===== src/rtl/scsi_burst_adaptor.sv =====
// Host 1MHz-bus register block driving a SCSI target, with legacy single-byte and FIFO burst handshakes.
// Optional FIFO-level interrupts (control bit2) are built only when SCSI_FIFO_IRQ_EN is defined.
module scsi_burst_adaptor #(
    parameter logic [7:0] BASE_ADDR  = 8'h40,
    parameter int         FIFO_DEPTH = 16,
    parameter int         ACK_HOLD   = 2
) (
    input  logic       sys_CLK,
    input  logic       bbc_nRST,
    input  logic       bbc_1MHZE,
    input  logic       bbc_nPGFC,
    input  logic       bbc_RnW,
    input  logic [7:0] bbc_ADDRESS,
    input  logic [7:0] bbc_DATA_in,
    output logic [7:0] bbc_DATA_out,
    output logic       bbc_DATA_oe,
    output logic       bbc_IRQ_drv,
    input  logic       scsi_nMSG,
    input  logic       scsi_nBSY,
    input  logic       scsi_nREQ,
    input  logic       scsi_InO,
    input  logic       scsi_CnD,
    input  logic [7:0] scsi_nDATA_in,
    output logic [7:0] scsi_DATA_drv,
    output logic       scsi_SEL_drv,
    output logic       scsi_ACK_drv,
    output logic       scsi_RST_drv
);
    localparam int AW = $clog2(FIFO_DEPTH);
    localparam int PW = AW + 1;
    localparam int SW = 24;
`ifdef SCSI_FIFO_IRQ_EN
    localparam int CW = 3;
`else
    localparam int CW = 2;
`endif
    localparam logic [PW-1:0] DEPTH_P   = PW'(FIFO_DEPTH);
    localparam logic [3:0]    HOLD_LAST = 4'(ACK_HOLD - 1);
    // Synchroniser idle values match an idle bus so reset does not fake edges.
    localparam logic [SW-1:0] SYNC_IDLE = {1'b0, 1'b1, 1'b1, 8'h00, 1'b1, 1'b1, 1'b1, 1'b0, 1'b0, 8'hFF};

    typedef enum logic [1:0] {IDLE, WAIT_REQ, ACK, WAIT_NREQ} state_t;

    logic [SW-1:0] sync1_q, sync2_q, sync1_d;
    logic          e_s, npgfc_s, rnw_s, nmsg_s, nbsy_s, nreq_s, ino_s, cnd_s;
    logic [7:0]    addr_s, ndata_s;

    state_t        state_q, state_d;
    logic [3:0]    hold_q, hold_d;
    logic          ino_ph_q, ino_ph_d;
    logic          e_prev_q, nreq_prev_q;
    logic          ack_q, ack_d, sel_q, sel_d, irq_q, irq_d;
    logic [CW-1:0] ctrl_q, ctrl_d;
    logic [7:0]    latch_q, latch_d, out_q, out_d;
    logic [PW-1:0] wr_q, wr_d, rd_q, rd_d, count;
    logic [7:0]    mem_q [FIFO_DEPTH];

    logic [7:0] offs, head, push_data, status;
    logic       hit, commit, rd0, wr0, wr2, wr3, rd_reg;
    logic       burst, full, empty, abort, flush;
    logic       fsm_push, fsm_pop, host_push, host_pop, push, pop, irq_set;

    assign sync1_d = {bbc_1MHZE, bbc_nPGFC, bbc_RnW, bbc_ADDRESS,
                      scsi_nMSG, scsi_nBSY, scsi_nREQ, scsi_InO, scsi_CnD, scsi_nDATA_in};
    assign {e_s, npgfc_s, rnw_s, addr_s, nmsg_s, nbsy_s, nreq_s, ino_s, cnd_s, ndata_s} = sync2_q;

    // Offsets below BASE_ADDR wrap to large values and fall outside the window.
    assign offs   = addr_s - BASE_ADDR;
    assign hit    = !npgfc_s && (offs <= 8'd4);
    assign commit = hit && e_prev_q && !e_s;
    assign rd0    = commit && rnw_s && (offs == 8'd0);
    assign wr0    = commit && !rnw_s && (offs == 8'd0);
    assign wr2    = commit && !rnw_s && (offs == 8'd2);
    assign wr3    = commit && !rnw_s && (offs == 8'd3);
    assign rd_reg = hit && rnw_s && ((offs == 8'd0) || (offs == 8'd1) || (offs == 8'd4));

    assign burst = ctrl_q[1];
    assign count = wr_q - rd_q;
    assign full  = (count == DEPTH_P);
    assign empty = (wr_q == rd_q);
    assign head  = mem_q[rd_q[AW-1:0]];

    always_comb begin
        state_d  = state_q;
        hold_d   = hold_q;
        ino_ph_d = ino_ph_q;
        fsm_push = 1'b0;
        fsm_pop  = 1'b0;
        abort    = (state_q != IDLE) && (nbsy_s || !cnd_s || !nmsg_s || (ino_s != ino_ph_q));
        if (abort) begin
            state_d = IDLE;
        end else begin
            case (state_q)
                IDLE: begin
                    if (burst && !nbsy_s && cnd_s && nmsg_s) begin
                        state_d  = WAIT_REQ;
                        ino_ph_d = ino_s;
                    end
                end
                WAIT_REQ: begin
                    if (!burst) begin
                        state_d = IDLE;
                    end else if (!nreq_s) begin
                        if (!ino_ph_q && !full) begin
                            fsm_push = 1'b1;
                            state_d  = ACK;
                            hold_d   = 4'd0;
                        end else if (ino_ph_q && !empty) begin
                            fsm_pop = 1'b1;
                            state_d = ACK;
                            hold_d  = 4'd0;
                        end
                    end
                end
                ACK: begin
                    if (hold_q == HOLD_LAST) state_d = WAIT_NREQ;
                    else                     hold_d  = hold_q + 4'd1;
                end
                WAIT_NREQ: begin
                    if (nreq_s) state_d = IDLE;
                end
                default: state_d = IDLE;
            endcase
        end
    end

    always_comb begin
        // The handshake owns the FIFO port; a colliding host access of the same kind is dropped.
        host_push = wr0 && burst && !full && !fsm_push;
        host_pop  = rd0 && burst && !empty && !fsm_pop;
        push      = fsm_push || host_push;
        pop       = fsm_pop || host_pop;
        push_data = fsm_push ? ~ndata_s : bbc_DATA_in;
        flush     = !burst && (state_q == IDLE);
        wr_d      = flush ? '0 : wr_q + {{AW{1'b0}}, push};
        rd_d      = flush ? '0 : rd_q + {{AW{1'b0}}, pop};
        out_d     = fsm_pop ? head : out_q;
        latch_d   = (wr0 && !burst) ? bbc_DATA_in : latch_q;
        ctrl_d    = wr3 ? bbc_DATA_in[CW-1:0] : ctrl_q;

        if (wr2)         sel_d = 1'b1;
        else if (!nbsy_s) sel_d = 1'b0;
        else              sel_d = sel_q;

        if ((state_q != IDLE) || (state_d != IDLE)) ack_d = (state_d == ACK) || (state_d == WAIT_NREQ);
        else if (!burst && (rd0 || wr0))             ack_d = 1'b1;
        else if (nreq_s)                             ack_d = 1'b0;
        else                                         ack_d = ack_q;

        irq_set = ctrl_q[0] && nreq_prev_q && !nreq_s && (state_q == IDLE);
`ifdef SCSI_FIFO_IRQ_EN
        begin
            logic [PW-1:0] count_d;
            count_d = wr_d - rd_d;
            if (ctrl_q[2] && burst) begin
                if (!ino_s && (count_d == PW'(FIFO_DEPTH / 2)) && (count != PW'(FIFO_DEPTH / 2))) irq_set = 1'b1;
                if (ino_s && (count_d == '0) && !empty) irq_set = 1'b1;
            end
        end
`endif
        irq_d = wr3 ? 1'b0 : (irq_q || irq_set);
    end

    always_ff @(posedge sys_CLK) begin
        if (!bbc_nRST) begin
            sync1_q     <= SYNC_IDLE;
            sync2_q     <= SYNC_IDLE;
            e_prev_q    <= 1'b0;
            nreq_prev_q <= 1'b1;
            state_q     <= IDLE;
            hold_q      <= 4'd0;
            ino_ph_q    <= 1'b0;
            ack_q       <= 1'b0;
            sel_q       <= 1'b0;
            irq_q       <= 1'b0;
            ctrl_q      <= '0;
            latch_q     <= 8'hFF;
            out_q       <= 8'h00;
            wr_q        <= '0;
            rd_q        <= '0;
        end else begin
            sync1_q     <= sync1_d;
            sync2_q     <= sync1_q;
            e_prev_q    <= e_s;
            nreq_prev_q <= nreq_s;
            state_q     <= state_d;
            hold_q      <= hold_d;
            ino_ph_q    <= ino_ph_d;
            ack_q       <= ack_d;
            sel_q       <= sel_d;
            irq_q       <= irq_d;
            ctrl_q      <= ctrl_d;
            latch_q     <= latch_d;
            out_q       <= out_d;
            wr_q        <= wr_d;
            rd_q        <= rd_d;
        end
    end

    always_ff @(posedge sys_CLK) begin
        if (bbc_nRST && push) mem_q[wr_q[AW-1:0]] <= push_data;
    end

    assign status = {~cnd_s, ~ino_s, ~nreq_s, irq_q, full, empty, ~nbsy_s, ~nmsg_s};

    always_comb begin
        bbc_DATA_out = 8'h00;
        if (rd_reg) begin
            case (offs)
                8'd0:    bbc_DATA_out = burst ? (empty ? 8'h00 : head) : ~ndata_s;
                8'd1:    bbc_DATA_out = status;
                8'd4:    bbc_DATA_out = {{(8 - PW){1'b0}}, count};
                default: bbc_DATA_out = 8'h00;
            endcase
        end
    end

    always_comb begin
        scsi_DATA_drv = 8'h00;
        if (ino_s) begin
            if ((state_q == ACK) || (state_q == WAIT_NREQ)) scsi_DATA_drv = out_q;
            else if (!burst && (state_q == IDLE))          scsi_DATA_drv = latch_q;
        end
    end

    assign bbc_DATA_oe  = rd_reg && e_s;
    assign bbc_IRQ_drv  = irq_q;
    assign scsi_SEL_drv = sel_q;
    assign scsi_ACK_drv = ack_q;
    assign scsi_RST_drv = ~bbc_nRST;
endmodule


===== config.mk =====
export PLATFORM = sky130hd
export DESIGN_NAME = scsi_burst_adaptor
export DESIGN_NICKNAME = d
export VERILOG_FILES = /design/src/rtl/scsi_burst_adaptor.sv
export SDC_FILE = /design/constraint.sdc
export NUM_CORES = 1
export LEC_CHECK = 0
export ABC_AREA = 1
export ABC_CLOCK_PERIOD_IN_PS = 3000
export CAP_MARGIN = 40
export CORE_MARGIN = 4
export CORE_UTILIZATION = 43
export CTS_BUF_LIST = sky130_fd_sc_hd__clkbuf_4 sky130_fd_sc_hd__clkbuf_8
export CTS_CLUSTER_DIAMETER = 200
export DETAILED_ROUTE_END_ITERATION = 16
export HOLD_SLACK_MARGIN = 0.06
export MAX_ROUTING_LAYER = met4
export PLACE_DENSITY = 0.62
export RECOVER_POWER = 100
export REMOVE_ABC_BUFFERS = 1
export SYNTH_ARGS = -nofsm -noshare
export SYNTH_HDL_FRONTEND = slang
export SYNTH_SLANG_ARGS = --single-unit
export TNS_END_PERCENT = 30

===== constraint.sdc =====
create_clock -name sys_CLK -period 3 [get_ports sys_CLK]
set_clock_uncertainty 0.1 [all_clocks]
set_input_delay 0.45 -clock sys_CLK [delete_from_list [all_inputs] [get_ports sys_CLK]]
set_output_delay 0.45 -clock sys_CLK [all_outputs]
set_load 0.02 [all_outputs]

==> results by group, run 1 <==
Detailed routing
  • # DRC: 0
  • Wire per inst: 15.7 µm
  • Total Wirelength: 22500 µm
  • Final antenna-violating net count: 0
  • Vias per cell: 4.90
  • TritonRoute pass-1 iters: 5
  • Initial drt markers: 487
  • Via count: 7035

Yosys
  • Largest area contributor in the netlist: edfxtp_1
  • Syn. warnings: 0
  • Seq cells post-synth: 216
  • Syn Inst Count: 998
  • Avg Cell Area, Syn: 9.33 µm²
  • Post-synth EDFFs: 128
  • Most frequent cell after synthesis: nand2_1
  • Main synth FF type: edfxtp_1
  • Post-synthesis sequential area ratio: 60.2%
  • Synth cell types: 42
  • Asr flop ratio synth: 0%
  • Top cells by count, synth: nand2_1, nor2_1, edfxtp_1, inv_1, dfxtp_1
  • Cell Area, Synth: 0.00931 mm²
  • Main area contributors after synthesis: edfxtp_1, dfxtp_1, nand2_1
  • Yosys top cell area share: 41.3%

Pwr
  • Int Pwr: 0.00510 W
  • Switch Pwr: 0.00152 W
  • P_leak: 4.84 nW
  • Clock share of power: 42.6%
  • VDD IR-drop max: 0.000469 V
  • Sw frac: 22.9%
  • Reg power frac: 48.5%
  • Tot Pwr: 0.00662 W
  • Logic pwr share: 8.8%
  • PD cells: 566 mW/mm²

STA
  • Worst Hold Slack: 0.241 ns
  • Max_slew headroom: -51.5%
  • RSZ-0062 raised after global routing: true
  • Setup tns final: -0.00953 ns
  • Final setup violation count: 1
  • Fin crit share: 100%
  • Minimum clock period: 3.01 ns
  • Final-report hold violation count: 0
  • Actual slew at the worst max-slew pin: 2.27 ns
  • Final worst setup slack: -0.00953 ns
  • Max Clk Rate: 332 MHz
  • Max-slew violation count: 44

Finish
  • Final nets: 1183
  • Layout cell share with drive strength beyond 1: 22.5%
  • Filler cell count: 1899
  • N_diodes: 0
  • Seq. cell area: 0.00562 mm²
  • Synth-to-Final Area Change: 25.6%
  • Fin area: 0.0117 mm²
  • Multi-input logic area: 0.00325 mm²

CTS
  • Post-CTS Hold Buffers: 0
  • Root Driver: clkbuf_8
  • TritonCTS clock tree: done
  • TritonCTS Buffers: 38
  • Clk buf depth: 3
  • Worst skew pair latency: 0.53 ns
  • Clk sink count: 216
  • Clock-pin slew on the worst setup and hold paths: 0.06 ns
  • H-tree depth: 2

Global route
  • Total gr overflow: 0
  • Global-route wire length before repair: 35200 µm
  • Pin count of the biggest net entering global routing: 44
  • Vias in the first global route: 6714
  • Initial antenna violation count: 0
  • Total GRT Usage: 19.1%

Min path
  • HP Class: input port to flip-flop

Critical path
  • CP endpoint kind: output pin
  • Critical path class: flip-flop to output pin
  • Crit-path max FO: 7
  • CP Launch Type: flip-flop
  • Req. time, crit path: 2.45 ns
  • Critical path arrival: 2.46 ns

Outcome
  • Failing checks: max-capacitance violations, max-slew violations, negative setup slack
  • Status: finished, violations left

Flow run
  • Max cap viols: 1

Place
  • Port Buffers: 54
  • Placed wire-length estimate: 14800 µm
  • Placer Congestion: 0.880
  • Pre-CTS setup slack: 0.0160 ns
  • Dpl cell area: 0.0105 mm²

Floorplanning
  • Die height: 155 µm
  • Row cnt: 53
  • Die area: 0.0241 mm²
  • Core area: 0.0212 mm²
  • Die Span X: 155 µm
  • Ports: 55
  • Starting Density: 44.0%
[per-stage QoR]
step                      utilization (%)  std cells
after floorplan                         -        961
after global placement               49.8       1357
after detailed placement             49.8       1357
after CTS                            53.6       1425
after global routing                 55.3       1437
final                                55.3       1437
[state kept, by name, summed over array words and instances (netlist names), 2 cells and up]
register	cells
ctrl_q	2
hold_q	4
latch_q	8
mem_q	128
out_q	8
rd_q	5
state_q	2
sync1_q	24
sync2_q	24
wr_q	5
[power groups by stage]
| stage | clock [W] | sequential, W | combinational [W] |
|---|---|---|---|
| detailed placement | 0 | 0.00328 | 0.000583 |
| global placement | 0 | 0.00328 | 0.000576 |
| finish | 0.00282 | 0.00321 | 0.000584 |
| floorplan | 0 | 0.00327 | 0.000332 |
| global route | 0.00306 | 0.00322 | 0.000656 |
| CTS | 0.00290 | 0.00321 | 0.000581 |
[what timing repair did]
action | 4_1_cts | 5_1_grt
endpoints found under the setup margin | 17 | 17
buffers inserted | 0 | 9
cloned | 0 | 3
gates resized for setup | 57 | 89
pin swaps | 1 | 16
[critical path, cell delays in order (launching register included)]
cell and delay (ns):
dfxtp_4 0.37, buf_6 0.12, ha_4 0.24, nand2_1 0.07
nor2_1 0.05, nand2_1 0.08, inv_1 0.07, nor2_1 0.08
buf_4 0.16, buf_4 0.13, nand2_1 0.05, nand2_1 0.07
nand2_1 0.05, a21oi_1 0.21, buf_4 0.18
[area by class of cell]
class | instances | area share, %
Multi-Input combinational cell | 640 | 27.8
Timing Repair Buffer | 133 | 10.8
Clock inverter | 11 | 0.824
Inverter | 105 | 3.48
Sequential cell | 216 | 48.0
Tap cell | 275 | 2.94
Clock buffer | 57 | 6.12
[cell families (layout without fill, tap and decap cells)]
family                   Yosys count  after routing  synth area share (%)
XOR/XNOR                           3              3                 0.282
AO/OA/AOI/OAI                    147            147                  8.51
flip-flops                       216            216                  60.2
adder cells (fa/ha/maj)           15             15                  2.10
buffers and inverters            142            306                  6.34
AND/OR/NAND/NOR                  475            475                  22.6
[layer usage]
layer	routed length (µm)	GRT usage (%)	vias to the layer above
li1	-	-	3532
met1	10100	25.4	3259
met2	10600	29.5	209
met3	1220	3.48	35
met4	566	7.02	0
met5	0	-	-
[placed cells by master (no fill, tap or decap), drive strengths merged, types with 2 or more instances in the layout]
cell type / count
nand2: 198
nor2: 178
edfxtp: 128
inv: 103
o21ai: 89
dfxtp: 88
buf: 84
clkbuf: 65
nand3: 48
a21oi: 40
or2: 39
clkdlybuf4s50: 29
ha: 14
clkinv: 11
o211ai: 10
nor3: 8
dlygate4sd3: 7
a31oi: 3
nand3b: 2
xnor2: 2
o22ai: 2
o31ai: 2
bufinv: 2
dlygate4sd2: 2
clkdlybuf4s15: 2
nand4: 2
[final timing paths]
kind / to / depth (start not counted) / slack, ns / from
worst max-delay path: bbc_DATA_out[5] / 14 / -0.01 / rd_q[0]
worst min-delay path: state_q[0] / 3 / 0.24 / bbc_nRST
worst max register to register: mem_q[15][4] / 18 / 0 / rd_q[0]
worst min register to register: sync2_q[2] / 1 / 0.30 / sync1_q[2]
Power figures use the tool's default switching activity.
==> run 2: changes to the inputs <==
Settings changed: ABC_AREA 1 to not set.
==> run 2 against run 1 <==
  * The run still ends with max-capacitance violations, max-slew violations, negative setup slack left
  * Critical path depth shrank 7
  * Clock power grew 1%
  * Hold slack gained 0.046 ns
  * Sequential power is essentially flat
  * Die area shrank 5.9%
  * Synthesized cell count shrank 37%
  * Largest cell class unchanged
==> results by group, run 2 <==
Outcome
  • Status: finished, violations left
  • Failing checks: max-capacitance violations, max-slew violations, negative setup slack

Global route
  • Vias in the first global route: 5755
  • Global-route wire length before repair: 32200 µm
  • Total gr overflow: 0
  • Most Crowded Layer GR: met2
  • Total GRT Usage: 19.0%
  • Pin count of the biggest net entering global routing: 51
  • Met2 usage: 29.3%
  • Met3 GRT Util: 3.82%
  • Initial antenna violation count: 0
  • Met1 Resource Use GR: 25.5%

Finish
  • Final nets: 824
  • Synth-to-Final Area Change: 27.5%
  • Layout cell share with drive strength beyond 1: 29.6%
  • Fin area: 0.0111 mm²
  • Max reg flops: 128
  • N_diodes: 0
  • Commonest non-fill, non-tap cells in the layout: edfxtp_1, dfxtp_1, buf_4
  • Most common cell after layout, fill and taps aside: edfxtp_1

STA
  • Actual slew at the worst max-slew pin: 1.76 ns
  • Max Clk Rate: 308 MHz
  • Max-slew violation count: 51
  • Minimum clock period: 3.24 ns
  • Max_slew headroom: -17.1%
  • Fin crit share: 108%
  • Final setup violation count: 58
  • Final-report hold violation count: 0
  • RSZ-0062 raised after global routing: true
  • Final worst setup slack: -0.243 ns

Min path
  • WHS Endpoint: sync2_q[0]
  • Cells on Worst Hold Path: 1
  • HP Class: flip-flop to flip-flop
  • Worst hold start: sync1_q[0]

Detailed routing
  • Initial drt markers: 412
  • Wire per inst: 19.1 µm
  • Vias per cell: 5.31
  • Final antenna-violating net count: 0
  • Total Wirelength: 20400 µm
  • # DRC: 0
  • TritonRoute pass-1 iters: 5
  • Via count: 5670

CTS
  • Clock-pin slew on the worst setup and hold paths: 0.06 ns
  • H-tree depth: 2
  • Clk buf depth: 3
  • Clk sink count: 216
  • Post-CTS Hold Buffers: 0
  • TritonCTS Buffers: 36
  • TritonCTS clock tree: done
  • Root Driver: clkbuf_8
  • Worst skew pair latency: 0.52 ns

Yosys
  • Cell Area, Synth: 0.00873 mm²
  • Post-synth EDFFs: 128
  • Most frequent cell after synthesis: edfxtp_1
  • Synth cell types: 64
  • Main area contributors after synthesis: edfxtp_1, dfxtp_1, mux4_2
  • Asr flop ratio synth: 0%
  • Syn Inst Count: 626
  • Top cells by count, synth: edfxtp_1, dfxtp_1, nand2_1, mux4_2, nor2_1
  • Syn. warnings: 0
  • Seq cells post-synth: 216
  • Main synth FF type: edfxtp_1
  • Largest area contributor in the netlist: edfxtp_1
  • Yosys top cell area share: 44.0%
  • Avg Cell Area, Syn: 13.9 µm²
  • Post-synthesis sequential area ratio: 64.2%

Floorplanning
  • Die height: 150 µm
  • Die Span X: 150 µm
  • Core area: 0.0197 mm²
  • Die area: 0.0226 mm²
  • Starting Density: 44.3%
  • Row cnt: 51
  • Ports: 55

Place
  • Port Buffers: 54
  • Placer Congestion: 0.895
  • Pre-CTS setup slack: -0.295 ns
  • Placed wire-length estimate: 14700 µm
  • Dpl cell area: 0.0101 mm²

Critical path
  • Slowest cell on the critical path: or4b_4
  • Crit-path max FO: 4
  • Worst R2R Path Depth: 10
  • Worst R2R End: mem_q[4][4]
  • CP Launch Type: flip-flop
  • Critical path arrival: 2.69 ns
  • Cell Chain, Critical Path: or4b_4, or4b_4, a21boi_4, buf_6, nand2_2, o211ai_1, buf_4
  • CP peak stage delay: 0.58 ns
  • Register-to-Register Setup Slack: -0.19 ns
  • CP dominant cell by count: or4b_4
  • Critical path class: flip-flop to output pin
  • Req. time, crit path: 2.45 ns
  • Worst flop-to-flop path startpoint: sync2_q[16]
  • CP endpoint kind: output pin

Pwr
  • Tot Pwr: 0.00621 W
  • VDD IR-drop max: 0.000263 V
  • P_leak: 4.05 nW
  • PD cells: 558 mW/mm²

Flow run
  • Max cap viols: 1
## run 2: changes by cell type after synthesis, sizes merged, moves of 10 or more
cell and change:
nand2 -146, nor2 -140, inv -87, o21ai -77
mux4 +38, or2 -37, a21oi -33, nand2b +30
and2 +25, nand3 -24, buf -15, mux2i +11
nor2b +10
## run 2: critical path: cells and delay by family, from the launching register on
kind | cells | cell delay (ns)
buf+inv | 2 | 0.34
simple gates | 3 | 1.18
flops | 1 | 0.30
compound gates | 2 | 0.38
## run 2: worst max-delay path by stage
stage | startpoint | end | slack [ns] | cells after the start
CTS | sync2_q[16] | bbc_DATA_out[0] | -0.26 | 9
finish | sync2_q[16] | bbc_DATA_out[2] | -0.24 | 7
floorplan | rd_q[1] | mem_q[1][0] | -1.24 | 7
global route | sync2_q[16] | bbc_DATA_out[1] | -0.34 | 7
global placement | sync2_q[16] | bbc_DATA_out[4] | -0.22 | 7
detailed placement | sync2_q[16] | bbc_DATA_out[6] | -0.30 | 6
## run 2: timing repair
action / CTS / global route
resized for setup: 89 / 46
endpoints found under the setup margin: 74 / 110
setup buffers: 2 / 2
pin swaps: 5 / 11
## run 2: cell families (layout without fill, tap and decap cells)
group,after synthesis,count (layout),share of synthesized area [%]
simple gates,228,228,14.0
flops,216,216,64.2
compound gates,63,63,5.43
mux,49,49,11.1
buf+inv,45,222,1.99
fa+ha+maj,15,15,2.24
xor+xnor,10,10,1.00
## run 2: area by class of cell
cell class                 instances  area (µm²)
clock buffer                      53         667
clock inverter                    13         149
fill                            1547        8590
inverter                          16        60.1
multi-input combinational        365        3120
sequential                       216        5610
tap                              265         332
timing repair buffer             140        1190
## run 2: through the flow
stage	TNS, ns	cells	utilization (%)	hold slack [ns]
final	-6.38	1068	56.4	0.287
after global routing	-21.57	1068	56.4	0.303
after CTS	-2.01	1066	56.0	0.161
after detailed placement	-5.08	998	51.4	0.293
after global placement	-3.23	998	51.4	0.290
after floorplan	-299.06	597	-	0.286
## run 2: report_power, final
part	switching [W]	leakage (nW)	internal (W)
Sequential	0.0000164	1.87	0.00317
Combinational	0.0000897	1.75	0.0000824
Clock	0.00116	0.429	0.00170
Total	0.00126	4.05	0.00495
## run 2: per-layer routing
layer	wire length (µm)	up-vias
li1	-	2638
met1	9050	2816
met2	9740	169
met3	1100	47
met4	506	0
met5	0	-
==> run 3: changes to the inputs <==
Settings changed: CORE_UTILIZATION 43 to 61, PLACE_DENSITY 0.62 to 0.83.
==> run 3 against run 2 <==
  * The run ends with negative setup slack left
  * Largest cell class unchanged
  * Critical endpoint is now bbc_DATA_out[0]
  * Global-route usage up 8.2 points
  * Count of clock-buffer cells in the layout shrank 7
  * Clock power is 13% lower
  * Setup slack gained 0.0023 ns
  * Design area shrank 3.3%
  * Sequential power about the same
==> results by group, run 3 (synthesis results as in run 2) <==
Global route
  • Total GRT Usage: 27.2%
  • Global-route wire length before repair: 32800 µm
  • Pin count of the biggest net entering global routing: 42
  • Total gr overflow: 0
  • Initial antenna violation count: 0
  • Vias in the first global route: 6072
  • Most Crowded Layer GR: met2
  • Met3 GRT Util: 6.52%
  • Met1 Resource Use GR: 33.8%
  • Met2 usage: 43.4%

Pwr
  • P_leak: 3.91 nW
  • VDD IR-drop max: 0.000418 V
  • PD cells: 542 mW/mm²

Finish
  • Finished Core Util: 77.2%
  • Commonest non-fill, non-tap cells in the layout: edfxtp_1, dfxtp_1, buf_4
  • Final nets: 812
  • N_diodes: 0
  • Layout cell share with drive strength beyond 1: 28.6%
  • Synth-to-Final Area Change: 23.3%
  • Max reg flops: 128
  • Filler cell count: 799
  • Most common cell after layout, fill and taps aside: edfxtp_1

STA
  • Fin crit share: 108%
  • Worst Hold Slack: 0.297 ns
  • Final worst setup slack: -0.241 ns
  • Actual slew at the worst max-slew pin: 1.42 ns
  • RSZ-0062 raised after global routing: true
  • Max-slew violation count: 0
  • Final setup violation count: 9
  • Max_slew headroom: 5.47%
  • Minimum clock period: 3.24 ns
  • Max Clk Rate: 309 MHz
  • Final-report hold violation count: 0

Critical path
  • CP bufs+invs: 2
  • Delay-heaviest family, CP: simple AND/OR/NAND/NOR gates
  • Worst R2R Path Depth: 10
  • CP Launch Type: flip-flop
  • Critical path arrival: 2.69 ns
  • Crit-path max FO: 4
  • CP endpoint kind: output pin
  • WP depth: 7
  • Slowest cell on the critical path: or4b_4
  • CP peak stage delay: 0.58 ns
  • Critical path class: flip-flop to output pin
  • Cell Chain, Critical Path: or4b_4, or4b_4, buf_4, o22ai_1, nand2_1, o211ai_1, buf_4
  • Req. time, crit path: 2.45 ns

Min path
  • Cells on Worst Hold Path: 1
  • HP Class: flip-flop to flip-flop

CTS
  • Clk sink count: 216
  • H-tree depth: 2
  • TritonCTS Buffers: 34
  • Clock-pin slew on the worst setup and hold paths: 0.06 ns
  • TritonCTS clock tree: done
  • Root Driver: clkbuf_8
  • Worst skew pair latency: 0.53 ns
  • Clk buf depth: 3

Floorplanning
  • Row cnt: 43
  • Starting Density: 62.6%
  • Die height: 128 µm
  • Ports: 55
  • Die Span X: 128 µm
  • Core area: 0.0139 mm²
  • Die area: 0.0163 mm²

Detailed routing
  • TritonRoute pass-1 iters: 5
  • Wire per inst: 21.7 µm
  • Via count: 5880
  • # DRC: 0
  • Final antenna-violating net count: 0
  • Initial drt markers: 616
  • Vias per cell: 6.07
  • Total Wirelength: 21000 µm

Place
  • Placer Congestion: 0.922
  • Port Buffers: 54
  • Pre-CTS setup slack: -0.255 ns
  • Placed wire-length estimate: 14500 µm

Outcome
  • Failing checks: negative setup slack
  • Status: finished, violations left

Flow run
  • Max cap viols: 0
-- run 3: through the flow --
stage          cell area, µm²  setup TNS [ns]  instances  total power [W]
5_1_grt                 10800           -2.60        969          0.00603
3_3_place_gp             9950           -1.51        905          0.00341
4_1_cts                 10700           -1.81        969          0.00588
6_report                10800           -1.73        969          0.00583
2_1_floorplan            8610         -299.06        597          0.00330
3_5_place_dp             9950           -2.28        905          0.00342
-- run 3: cell type report --
class	instances	area, µm²	share of cell area, %
tap	180	225	2.09
inverter	16	60.1	0.558
sequential	216	5610	52.2
clock inverter	16	105	0.977
multi-input combinational	365	3080	28.7
timing repair buffer	130	1090	10.2
clock buffer	46	577	5.36
-- run 3: final timing paths --
kind                from              end  slack (ns)
max          sync2_q[18]  bbc_DATA_out[0]       -0.24
min           sync1_q[3]       sync2_q[3]        0.30
max reg2reg      rd_q[1]      mem_q[6][4]        0.01
min reg2reg   sync1_q[3]       sync2_q[3]        0.30
-- run 3: worst register-to-register path: stages (launching register included) --
cell	delay (ns)
dfxtp_4	0.41
inv_1	0.10
ha_1	0.32
nand3b_1	0.14
and3b_1	0.24
o2111ai_2	0.27
buf_6	0.17
o221ai_4	0.12
or3b_4	0.47
nor2_1	0.15
buf_4	0.20
-- run 3: metal layers --
layer	vias up	wire length (µm)
met5	-	0
met4	0	822
met3	73	2030
met2	363	10300
met1	2832	7820
li1	2612	-
-- run 3: what timing repair did --
action | CTS | global route
endpoints found under the setup margin | 27 | 39
setup buffers | 2 | 0
resized for setup | 91 | 27
hold buffers | 0 | 0
pin swaps | 10 | 7
endpoints found under the hold margin | 0 | 0
-- run 3: power breakdown --
part,switching (W),internal (W)
registers,0.0000153,0.00317
clock network,0.00113,0.00135
logic,0.0000919,0.0000802
